$ cat config.mk
export PLATFORM = sky130hd
export DESIGN_NAME = clk_period_meter
export DESIGN_NICKNAME = d
export VERILOG_FILES = /design/src/rtl/clk_period_meter.sv
export SDC_FILE = /design/constraint.sdc
export NUM_CORES = 1
export LEC_CHECK = 0
export CAP_MARGIN = 20
export CORE_ASPECT_RATIO = 1.25
export CORE_MARGIN = 3
export CORE_UTILIZATION = 35
export DETAILED_ROUTE_END_ITERATION = 16
export PLACE_DENSITY_LB_ADDON = 0.05
export SETUP_SLACK_MARGIN = 0.02
export SLEW_MARGIN = 10
export SYNTH_ARGS = -nofsm -noshare
export SYNTH_HDL_FRONTEND = slang
export SYNTH_SLANG_ARGS = --single-unit
$ cat constraint.sdc
create_clock -name clk -period 2.5 [get_ports clk]
set_clock_uncertainty 0.15 [all_clocks]
set_input_delay 0.5 -clock clk [delete_from_list [all_inputs] [get_ports clk]]
set_output_delay 0.5 -clock clk [all_outputs]
set_load 0.02 [all_outputs]
$ cat src/rtl/clk_period_meter.sv
// Measures the spacing, in clk cycles, between consecutive edges of a slow asynchronous
// signal, with stall detection and a valid/ready result port.
module clk_period_meter #(
   parameter int unsigned CNT_WIDTH   = 32,
   parameter int unsigned TIMEOUT     = 100_000_000,
   parameter int unsigned SYNC_STAGES = 2
) (
   input  logic                 clk,
   input  logic                 rst,
   input  logic                 sig_in,
   input  logic                 meas_ready,
   output logic [CNT_WIDTH-1:0] meas_half,
   output logic                 meas_valid,
   output logic                 overrun,
   output logic                 stalled,
   output logic                 sig_sync
);

   typedef enum logic [1:0] {
      SETTLE,
      ARM,
      MEASURE
   } state_t;

   localparam logic [CNT_WIDTH-1:0] TIMEOUT_CNT = CNT_WIDTH'(TIMEOUT);
   localparam logic [CNT_WIDTH-1:0] SETTLE_LAST = CNT_WIDTH'(SYNC_STAGES);
   localparam logic [CNT_WIDTH-1:0] CNT_ONE     = CNT_WIDTH'(1);

   logic [SYNC_STAGES-1:0] sync_q;
   logic                   prev_q;
   logic [CNT_WIDTH-1:0]   cnt_q;
   state_t                 state_q;

   logic sig_edge;
   logic capture;
   logic accept;

   // NOTE: every signal written here gets a value before any condition, so no latch can form.
   always_comb begin
      sig_edge = 1'b0;
      capture  = 1'b0;
      accept   = 1'b0;
      sig_edge = sync_q[SYNC_STAGES-1] ^ prev_q;
      capture  = (state_q == MEASURE) && sig_edge;
      accept   = meas_valid && meas_ready;
   end

   assign sig_sync = sync_q[SYNC_STAGES-1];

   // NOTE: state uses non-blocking assignments so every flop samples pre-edge values.
   always_ff @(posedge clk) begin
      if (rst) begin
         sync_q <= '0;
         prev_q <= 1'b0;
      end else begin
         sync_q <= {sync_q[SYNC_STAGES-2:0], sig_in};
         prev_q <= sync_q[SYNC_STAGES-1];
      end
   end

   always_ff @(posedge clk) begin
      if (rst) begin
         state_q    <= SETTLE;
         cnt_q      <= '0;
         meas_half  <= '0;
         meas_valid <= 1'b0;
         overrun    <= 1'b0;
         stalled    <= 1'b0;
      end else begin
         case (state_q)
            // The synchronizer comes out of reset at 0, so a high input fakes one edge.
            SETTLE: begin
               if (cnt_q == SETTLE_LAST) begin
                  state_q <= ARM;
                  cnt_q   <= '0;
               end else begin
                  cnt_q <= cnt_q + CNT_ONE;
               end
            end
            ARM: begin
               if (sig_edge) begin
                  state_q <= MEASURE;
                  cnt_q   <= CNT_ONE;
                  stalled <= 1'b0;
               end
            end
            MEASURE: begin
               if (sig_edge) begin
                  meas_half <= cnt_q;
                  cnt_q     <= CNT_ONE;
               end else if (cnt_q == TIMEOUT_CNT) begin
                  stalled <= 1'b1;
                  state_q <= ARM;
               end else begin
                  cnt_q <= cnt_q + CNT_ONE;
               end
            end
            default: begin
               state_q <= SETTLE;
               cnt_q   <= '0;
            end
         endcase

         // A capture taken together with an accept replaces the result without loss.
         if (capture) begin
            meas_valid <= 1'b1;
            if (meas_valid && !meas_ready) begin
               overrun <= 1'b1;
            end
         end else if (accept) begin
            meas_valid <= 1'b0;
         end
      end
   end

   a_cnt_bounded : assert property (@(posedge clk) disable iff (rst) cnt_q <= TIMEOUT_CNT);

endmodule

== Yosys cells after proc, flatten, opt, wreduce, memory -nomap -nowiden ==
Cells that the tools add are included.

* Latch bits: 0
* RAM bits: 0
* Output and inout port bits: 36
* Memory bits (read-only): 0
* Word-level logic and storage cells: 47
* Flip-flop bits (word level): 72
* Memories kept: 0

* Equality and inequality tests: 9
* Magnitude comparators: 0
* Shift-type cells: 0
* $add $sub $neg: 1
* Divide/modulo/power cells: 0
* Bitwise operators: 1
* Multiply operators: 0
* Mux-type cells: 16
* Reduce and logical (&&, ||, !) cells: 12

{| class="wikitable"
|+ Operators with widths
! kind !! count
|-
| $mux W32 || 4
|-
| $pmux W32 S3 || 1
|-
| $add A32 B1 Y32 const B || 1
|-
| $eq A32 B2 Y1 const B || 1
|-
| $eq A32 B27 Y1 const B || 1
|-
| $mux W2 || 4
|-
| $reduce_and A4 Y1 || 2
|-
| $ne A2 B2 Y1 const B || 3
|-
| $pmux W2 S3 || 1
|-
| $reduce_and A2 Y1 || 3
|-
| $mux W1 || 5
|-
| $reduce_bool A2 Y1 || 2
|-
| $logic_and A1 B1 Y1 || 3
|-
| $ne A3 B3 Y1 const B || 1
|-
| $eq A2 B1 Y1 const B || 1
|-
| $eq A2 B2 Y1 const B || 1
|-
| $logic_not A2 Y1 || 1
|-
| $ne A2 B1 Y1 const B || 1
|-
| $pmux W1 S2 || 1
|-
| $logic_not A1 Y1 || 1
|-
| $xor A1 B1 Y1 || 1
|}

== Logic depth before layout (Yosys ltp) ==
Gate-level depths: netlist of the first run.

* Word-level depth: 4
* Gate-level depth with buffers: 8
* Mapped depth without buffers: 8

== Least setup slack after synthesis of the first run ==
No wires, ideal clock.

* Path kind: register to register
* From: register cnt_q[0]
* To: register cnt_q[24]
* Data arrival time: 2.032 ns
* Library setup time: 0.120 ns
* Cell stages (with the launch flop): 9
* Period minus slack after synthesis: 2.302 ns
* Setup slack: 0.198 ns
* Cell sequence: dfxtp_1 > inv_1 > ha_1 > nand4_1 > or4_1 > mux2i_1 > a21boi_1 > and3_1 > a211o_1

* Word-level cells in the longest chain between the ends: 4
* Elaborated cells between the ends (all ways): 9
* Those cells by class: add/sub: 1; eq/ne: 3; mux: 4; reduce/logical: 1

{| class="wikitable"
|+ RTL lines
! item !! RTL line !! RTL
|-
| start, declared || 31 || <nowiki>logic [CNT_WIDTH-1:0] cnt_q;</nowiki>
|-
| start signal, assigned || 77 || <nowiki>cnt_q <= cnt_q + CNT_ONE;</nowiki>
|-
| start signal, assigned || 95 || <nowiki>cnt_q <= cnt_q + CNT_ONE;</nowiki>
|-
| $add A32 B1 Y32 || 77, 95 ||
|-
| $mux W32 || 91 || <nowiki>end else if (cnt_q == TIMEOUT_CNT) begin</nowiki>
|-
| $mux W32 || 88 || <nowiki>if (sig_edge) begin</nowiki>
|-
| $pmux W32 S3 || 70 || <nowiki>case (state_q)</nowiki>
|}

Parallel ways exist; a longest one is shown, timed or not. The select of a mux whose other input is x is not followed.
A chain may end at the register's enable or synchronous reset.

== Worst setup path after layout of the first run ==
Same ends and word-level chain as after synthesis.

==> results of run 1 <==
==> final timing paths <==
| kind | from | endpoint | slack (ps) | cells past startpoint |
|---|---|---|---|---|
| worst max-delay path | cnt_q[0] | cnt_q[24] | 150 | 8 |
| worst min-delay path | sync_q[0] | sync_q[1] | 300 | 1 |
| worst max register to register | cnt_q[0] | cnt_q[24] | 150 | 8 |
| worst min register to register | sync_q[0] | sync_q[1] | 300 | 1 |
==> power by group through the flow <==
stage / clock network [W] / registers [W] / logic, W
global placement: 0 / 0.00122 / 0.000444
floorplan: 0 / 0.00123 / 0.000255
CTS: 0.00120 / 0.00119 / 0.000443
detailed placement: 0 / 0.00122 / 0.000438
finish: 0.00115 / 0.00120 / 0.000448
global route: 0.00124 / 0.00120 / 0.000498
==> registers in the layout (all words and copies together), names as in the netlist <==
register and flops:
overrun 1, meas_valid 1, meas_half 32, prev_q 1, stalled 1, state_q 2, sync_q 2, cnt_q 32
==> worst register-to-register path: stages (launching register included) <==
cell and delay (ps):
dfxtp_1 310, inv_1 80, ha_1 160, nand4_1 110
or4_1 530, mux2i_1 270, a21boi_2 180, and3_1 200
a211o_1 260
==> cell type report <==
type / count / area share
Multi-Input combinational cell: 295 / 0.3945
Sequential cell: 72 / 0.3475
Timing Repair Buffer: 74 / 0.1572
Clock buffer: 11 / 0.03643
Tap cell: 120 / 0.03613
Clock inverter: 5 / 0.02469
Inverter: 4 / 0.003613
==> synth_stat cells, types with 3 or more instances <==
cell,number
o21ai_0,6
buf_2,3
or3_1,5
nor2b_1,4
and3_1,5
a21oi_1,42
clkbuf_1,13
a21o_1,5
nand3_1,10
or4_1,4
nor4_1,8
nand2b_1,5
nor2_1,39
ha_1,3
nand4_1,6
inv_1,4
a31oi_1,6
nand2_1,88
xnor2_1,8
xor2_1,12
dfxtp_1,72
nor3b_1,3
nor3_1,8
==> stage by stage <==
stage | worst slack (ps) | instance area [um2]
4_1_cts | 79.72 | 4138
3_5_place_dp | 8.184 | 3880
2_1_floorplan | 197.9 | 3154
3_3_place_gp | 74.49 | 3880
5_1_grt | 49.36 | 4155
6_report | 154.0 | 4155
==> per-layer routing <==
metal | global-route usage | share of wire | wire length (um) | vias up
met5 | 0 | 0 | 0 | -
met4 | 0.05131 | 0.0088 | 70 | 0
met3 | 0.03284 | 0.031 | 248 | 6
met2 | 0.2840 | 0.50 | 3992 | 50
met1 | 0.2079 | 0.46 | 3684 | 1344
li1 | - | - | - | 1484
==> cell families after synthesis <==
family	after synthesis	share of synthesized area
and+or+nand+nor	195	0.2955
AOI/OAI and AO/OA	75	0.1416
DFF	72	0.4570
buffers and inverters	23	0.03014
xor gates and xnor gates	21	0.06069
adders and majority gates	3	0.01190
muxes	1	0.003173
==> timing repair <==
item / 4_1_cts / 5_1_grt
hold endpoints to repair: 0 / 0
gates resized for setup: 1 / 6
buffers inserted: 0 / 0
setup endpoints to repair: 1 / 17
==> flow_summary.json, run 1 <==
{
  "cts_tree": "built",
  "dieArea_mm2": 0.01019,
  "cts_num_sinks": 72,
  "worstPathMaxFanout": 9,
  "synth-async-reset-ratio": 0,
  "synth_edf_count": 0,
  "tightest_slew_ps": 520.4,
  "synth_cells": 390,
  "syn_area_per_cell_um2": 8.088,
  "final.setup.tns_ps": 0,
  "irDropWorstVdd_mv": 0.3652,
  "track_usage": 0.1648,
  "dr.pass1.iters": 5,
  "synth_top_area_frac": 0.4570,
  "synth_cell_types": 48,
  "hold_class": "reg2reg",
  "crit_path_end_kind": "flip-flop",
  "finalSetupViolations": 0,
  "clock_latency_ps": 340,
  "outcome": "finished, final reports clean",
  "p_comb_frac": 0.160,
  "power.switching_w": 0.0007230,
  "critPathArrivalTime_ps": 2430,
  "grt_max_degree": 48,
  "clockBufferDepth": 2,
  "rows": 38,
  "netlist_area_mm2": 0.003154,
  "crit_slowest_cell": "or4_1",
  "path_class": "reg2reg",
  "ys_seq_elements": 72,
  "drv_slew": 0,
  "pwr_density_cell_mw_per_mm2": 673.2,
  "port_buffers": 39,
  "diodes": 0,
  "synth_nets": 397,
  "ant_nets": 0,
  "yosys_warnings": 0,
  "cts_hold_buffers": 0,
  "grt_overflow_total": 0,
  "first_global_vias": 2828,
  "crit_buf_inv": 1,
  "routabilityCongestion": 0.9104,
  "synth_top_cells_by_area": "dfxtp_1, nand2_1, a21oi_1",
  "core_region_area_mm2": 0.008748,
  "layout-drive-gt1-share": 0.1388,
  "rsz0062_at_grt": "false",
  "avgViaCountPerCell": 4.964,
  "ys.flop_type": "dfxtp_1",
  "die_h_um": 112.1,
  "p_sw_frac": 0.2585,
  "max_freq_mhz": 426.3,
  "ys_seq_area_frac": 0.4570,
  "final_cells": 581,
  "htree_levels": 3,
  "start_util": 0.3606,
  "hold_violations": 0,
  "slowest_delay_ps": 530,
  "vias": 2884,
  "io_pins": 40,
  "final_cell_mix": "nand2_1, dfxtp_1, a21oi_1",
  "p_total_w": 0.002797,
  "pwr-share-clk": 0.413,
  "grt_antenna_before_repair": 0,
  "whs_ps": 296.9,
  "drtIter0Drc": 154,
  "utilization": 0.4750,
  "crit_required_ps": 2580,
  "multiInputGateArea_mm2": 0.001639,
  "dieWidth_um": 90.91,
  "register_area_mm2": 0.001444,
  "area_delta_synth_final_pct": 31.73,
  "clock-root-buffer": "clkbuf_8",
  "routed_wl_mm": 7.995,
  "clk_pin_slew_ps": 70,
  "post-route-period-util": 0.9384,
  "min_period_ps": 2346,
  "maxCapViolations": 0,
  "power_leakage_nw": 1.521,
  "nFillCells": 920,
  "post-dp-hpwl_mm": 5.828,
  "seq_power_share": 0.427,
  "final_common_cell": "nand2_1",
  "crit_chain": "inv_1 -> ha_1 -> nand4_1 -> or4_1 -> mux2i_1 -> a21boi_2 -> and3_1 -> a211o_1",
  "route.detailed.drc": 0,
  "wl_per_cell_um": 13.76,
  "p_int_w": 0.002074,
  "grt_first_pass_wirelength_mm": 13.64,
  "dp_cells": 565,
  "cts_buffers": 9,
  "final_nets": 463,
  "critical_path.top_delay_family": "simple AND/OR/NAND/NOR gates",
  "relSlewSlack": 0.6523,
  "critPathLaunchType": "flip-flop",
  "yosysTopAreaCell": "dfxtp_1"
}
Note: power is estimated with default switching activity, not from simulation.
==> run 2, diff against run 1 <==
==> constraint.sdc (replaced) <==
create_clock -name clk -period 2.65 [get_ports clk]
set_clock_uncertainty 0.15 [all_clocks]
set_input_delay 0.53 -clock clk [delete_from_list [all_inputs] [get_ports clk]]
set_output_delay 0.53 -clock clk [all_outputs]
set_load 0.02 [all_outputs]
==> run 2 against run 1 <==
Effect of this change:
- cell area down 5.0%
- core utilization down 2.4 points
- combinational power down 17%
- sequential share of layout area up 1.8 points
- wire length up 1.1%
- hold slack worse by 1.9 ps
- critical endpoint unchanged
- highest routed layer unchanged
==> flow_summary.json, run 2 (synthesis gave the netlist of run 1 again) <==
{
  "outcome": "finished, final reports clean",
  "clk_pin_slew_ps": 70,
  "crit_slowest_cell": "or4_1",
  "wl_per_cell_um": 14.33,
  "rsz0062_at_grt": "true",
  "whs_ps": 295.0,
  "crit_required_ps": 2750,
  "final_nets": 447,
  "crit_chain": "inv_1 -> ha_1 -> nand4_1 -> or4_1 -> mux2i_1 -> a21boi_2 -> and3_1 -> a211o_1",
  "clockBufferDepth": 2,
  "drtIter0Drc": 137,
  "ant_nets": 0,
  "endpoint": "cnt_q[24]",
  "rows": 38,
  "critPathLaunchType": "flip-flop",
  "drv_slew": 0,
  "hold_depth": 1,
  "worstPathMaxFanout": 10,
  "track_usage": 0.1701,
  "maxCapViolations": 0,
  "cts_tree": "built",
  "final.setup.tns_ps": 0,
  "max_freq_mhz": 401.0,
  "reg2reg_slack_ps": 160,
  "hold_violations": 0,
  "first_global_vias": 2805,
  "dr.pass1.iters": 4,
  "finalSetupViolations": 0,
  "grt_overflow_total": 0,
  "utilization": 0.4511,
  "reg2reg_from": "cnt_q[1]",
  "dieArea_mm2": 0.01019,
  "grt_max_degree": 45,
  "rr_endpoint": "cnt_q[24]",
  "crit_buf_inv": 1,
  "routabilityCongestion": 0.8764,
  "grt_first_pass_wirelength_mm": 13.79,
  "irDropWorstVdd_mv": 0.2625,
  "min_period_ps": 2494,
  "area_delta_synth_final_pct": 25.11,
  "htree_levels": 3,
  "final_common_cell": "nand2_1",
  "final_cell_mix": "nand2_1, dfxtp_1, a21oi_1",
  "core_region_area_mm2": 0.008748,
  "pwr_density_cell_mw_per_mm2": 585.0,
  "final_area_mm2": 0.003946,
  "relSlewSlack": 0.6341,
  "routed_wl_mm": 8.082,
  "clock_latency_ps": 360,
  "slowest_delay_ps": 580,
  "route.detailed.drc": 0,
  "post-route-period-util": 0.9411,
  "power_leakage_nw": 1.402,
  "diodes": 0,
  "path_class": "reg2reg",
  "die_h_um": 112.1,
  "rr_worst_depth": 8,
  "cts_num_sinks": 72,
  "vias": 2840,
  "crit_path_end_kind": "flip-flop",
  "clock-root-buffer": "clkbuf_8",
  "dpl_cell_area_mm2": 0.003760,
  "avgViaCountPerCell": 5.035,
  "critPathArrivalTime_ps": 2600,
  "reg_top3": "cnt_q: 32 flops, meas_half: 32 flops",
  "tightest_slew_ps": 543.8,
  "grt_antenna_before_repair": 0,
  "cts_buffers": 9,
  "io_pins": 40,
  "start_util": 0.3606,
  "critical_path.top_delay_family": "simple AND/OR/NAND/NOR gates",
  "dieWidth_um": 90.91,
  "post-dp-hpwl_mm": 5.777,
  "cp_num_cells": 8,
  "critPathLaunch": "cnt_q[1]",
  "hold_class": "reg2reg",
  "layout-drive-gt1-share": 0.09685,
  "port_buffers": 39
}
==> run 2: cell count changes in the layout (fill, tap and decap cells not counted), sizes merged <==
cell / change
buf: -16
clkbuf: +1
bufinv: -3
clkinv: +1
==> run 2: metal layers <==
layer  global-route usage  vias to the layer above  part of all wire
li1                     -                     1440                 -
met1               0.2146                     1336              0.47
met2               0.2810                       51              0.47
met3              0.02480                       13             0.030
met4              0.09054                        0             0.025
met5                    0                        -                 0
==> run 2: how the worst min path moves through the flow <==
| stage | start | end | slack [ps] |
|---|---|---|---|
| after floorplan | sync_q[0] | sync_q[1] | 260 |
| after global placement | sync_q[0] | sync_q[1] | 280 |
| after detailed placement | sync_q[0] | sync_q[1] | 280 |
| after CTS | sync_q[0] | sync_q[1] | 300 |
| after global routing | sync_q[0] | sync_q[1] | 320 |
| final | sync_q[0] | sync_q[1] | 300 |
==> run 2: layout make-up <==
class,count,area [um2]
tap,120,150.1
clock buffer,12,155.1
inverter,4,15.01
multi-input combinational,295,1634
clock inverter,3,17.52
timing repair buffer,58,533.0
sequential,72,1441
fill,913,4802
==> run 2: what timing repair did <==
item                       in CTS  in global routing
resized for setup               0                  3
hold buffers                    0                  0
setup buffers                   0                  0
setup endpoints to repair       0                  9
==> run 2: worst register-to-register path, cell delays in order (launching register included) <==
cell and delay (ps):
dfxtp_1 390, inv_1 90, ha_1 140, nand4_1 110, or4_1 580, mux2i_1 280, a21boi_2 180, and3_1 200
a211o_1 270
==> run 2: through the flow <==
stage / std cells / power [W] / setup WS [ps]
after floorplan: 390 / 0.001396 / 347.9
after global placement: 549 / 0.001532 / 149.6
after detailed placement: 549 / 0.001527 / 133.9
after CTS: 564 / 0.002339 / 100.2
after global routing: 564 / 0.002429 / 18.31
final: 564 / 0.002308 / 156.1
==> run 2: report_power, final <==
part	leakage, nW	switching [W]	internal [W]
clock network	0.0882	0.000415	0.000383
registers	0.581	0.0000333	0.00110
logic	0.733	0.000231	0.000142
total	1.40	0.000679	0.00163
==> run 3, diff against run 2 <==
--- a/config.mk
+++ b/config.mk
@@ -5,7 +5,6 @@
 export SDC_FILE = /design/constraint.sdc
 export NUM_CORES = 1
 export LEC_CHECK = 0
-export CAP_MARGIN = 20
 export CORE_ASPECT_RATIO = 1.25
 export CORE_MARGIN = 3
 export CORE_UTILIZATION = 35
==> results of run 3 <==
Final layout, timing and power as in run 2 (identical DEF).
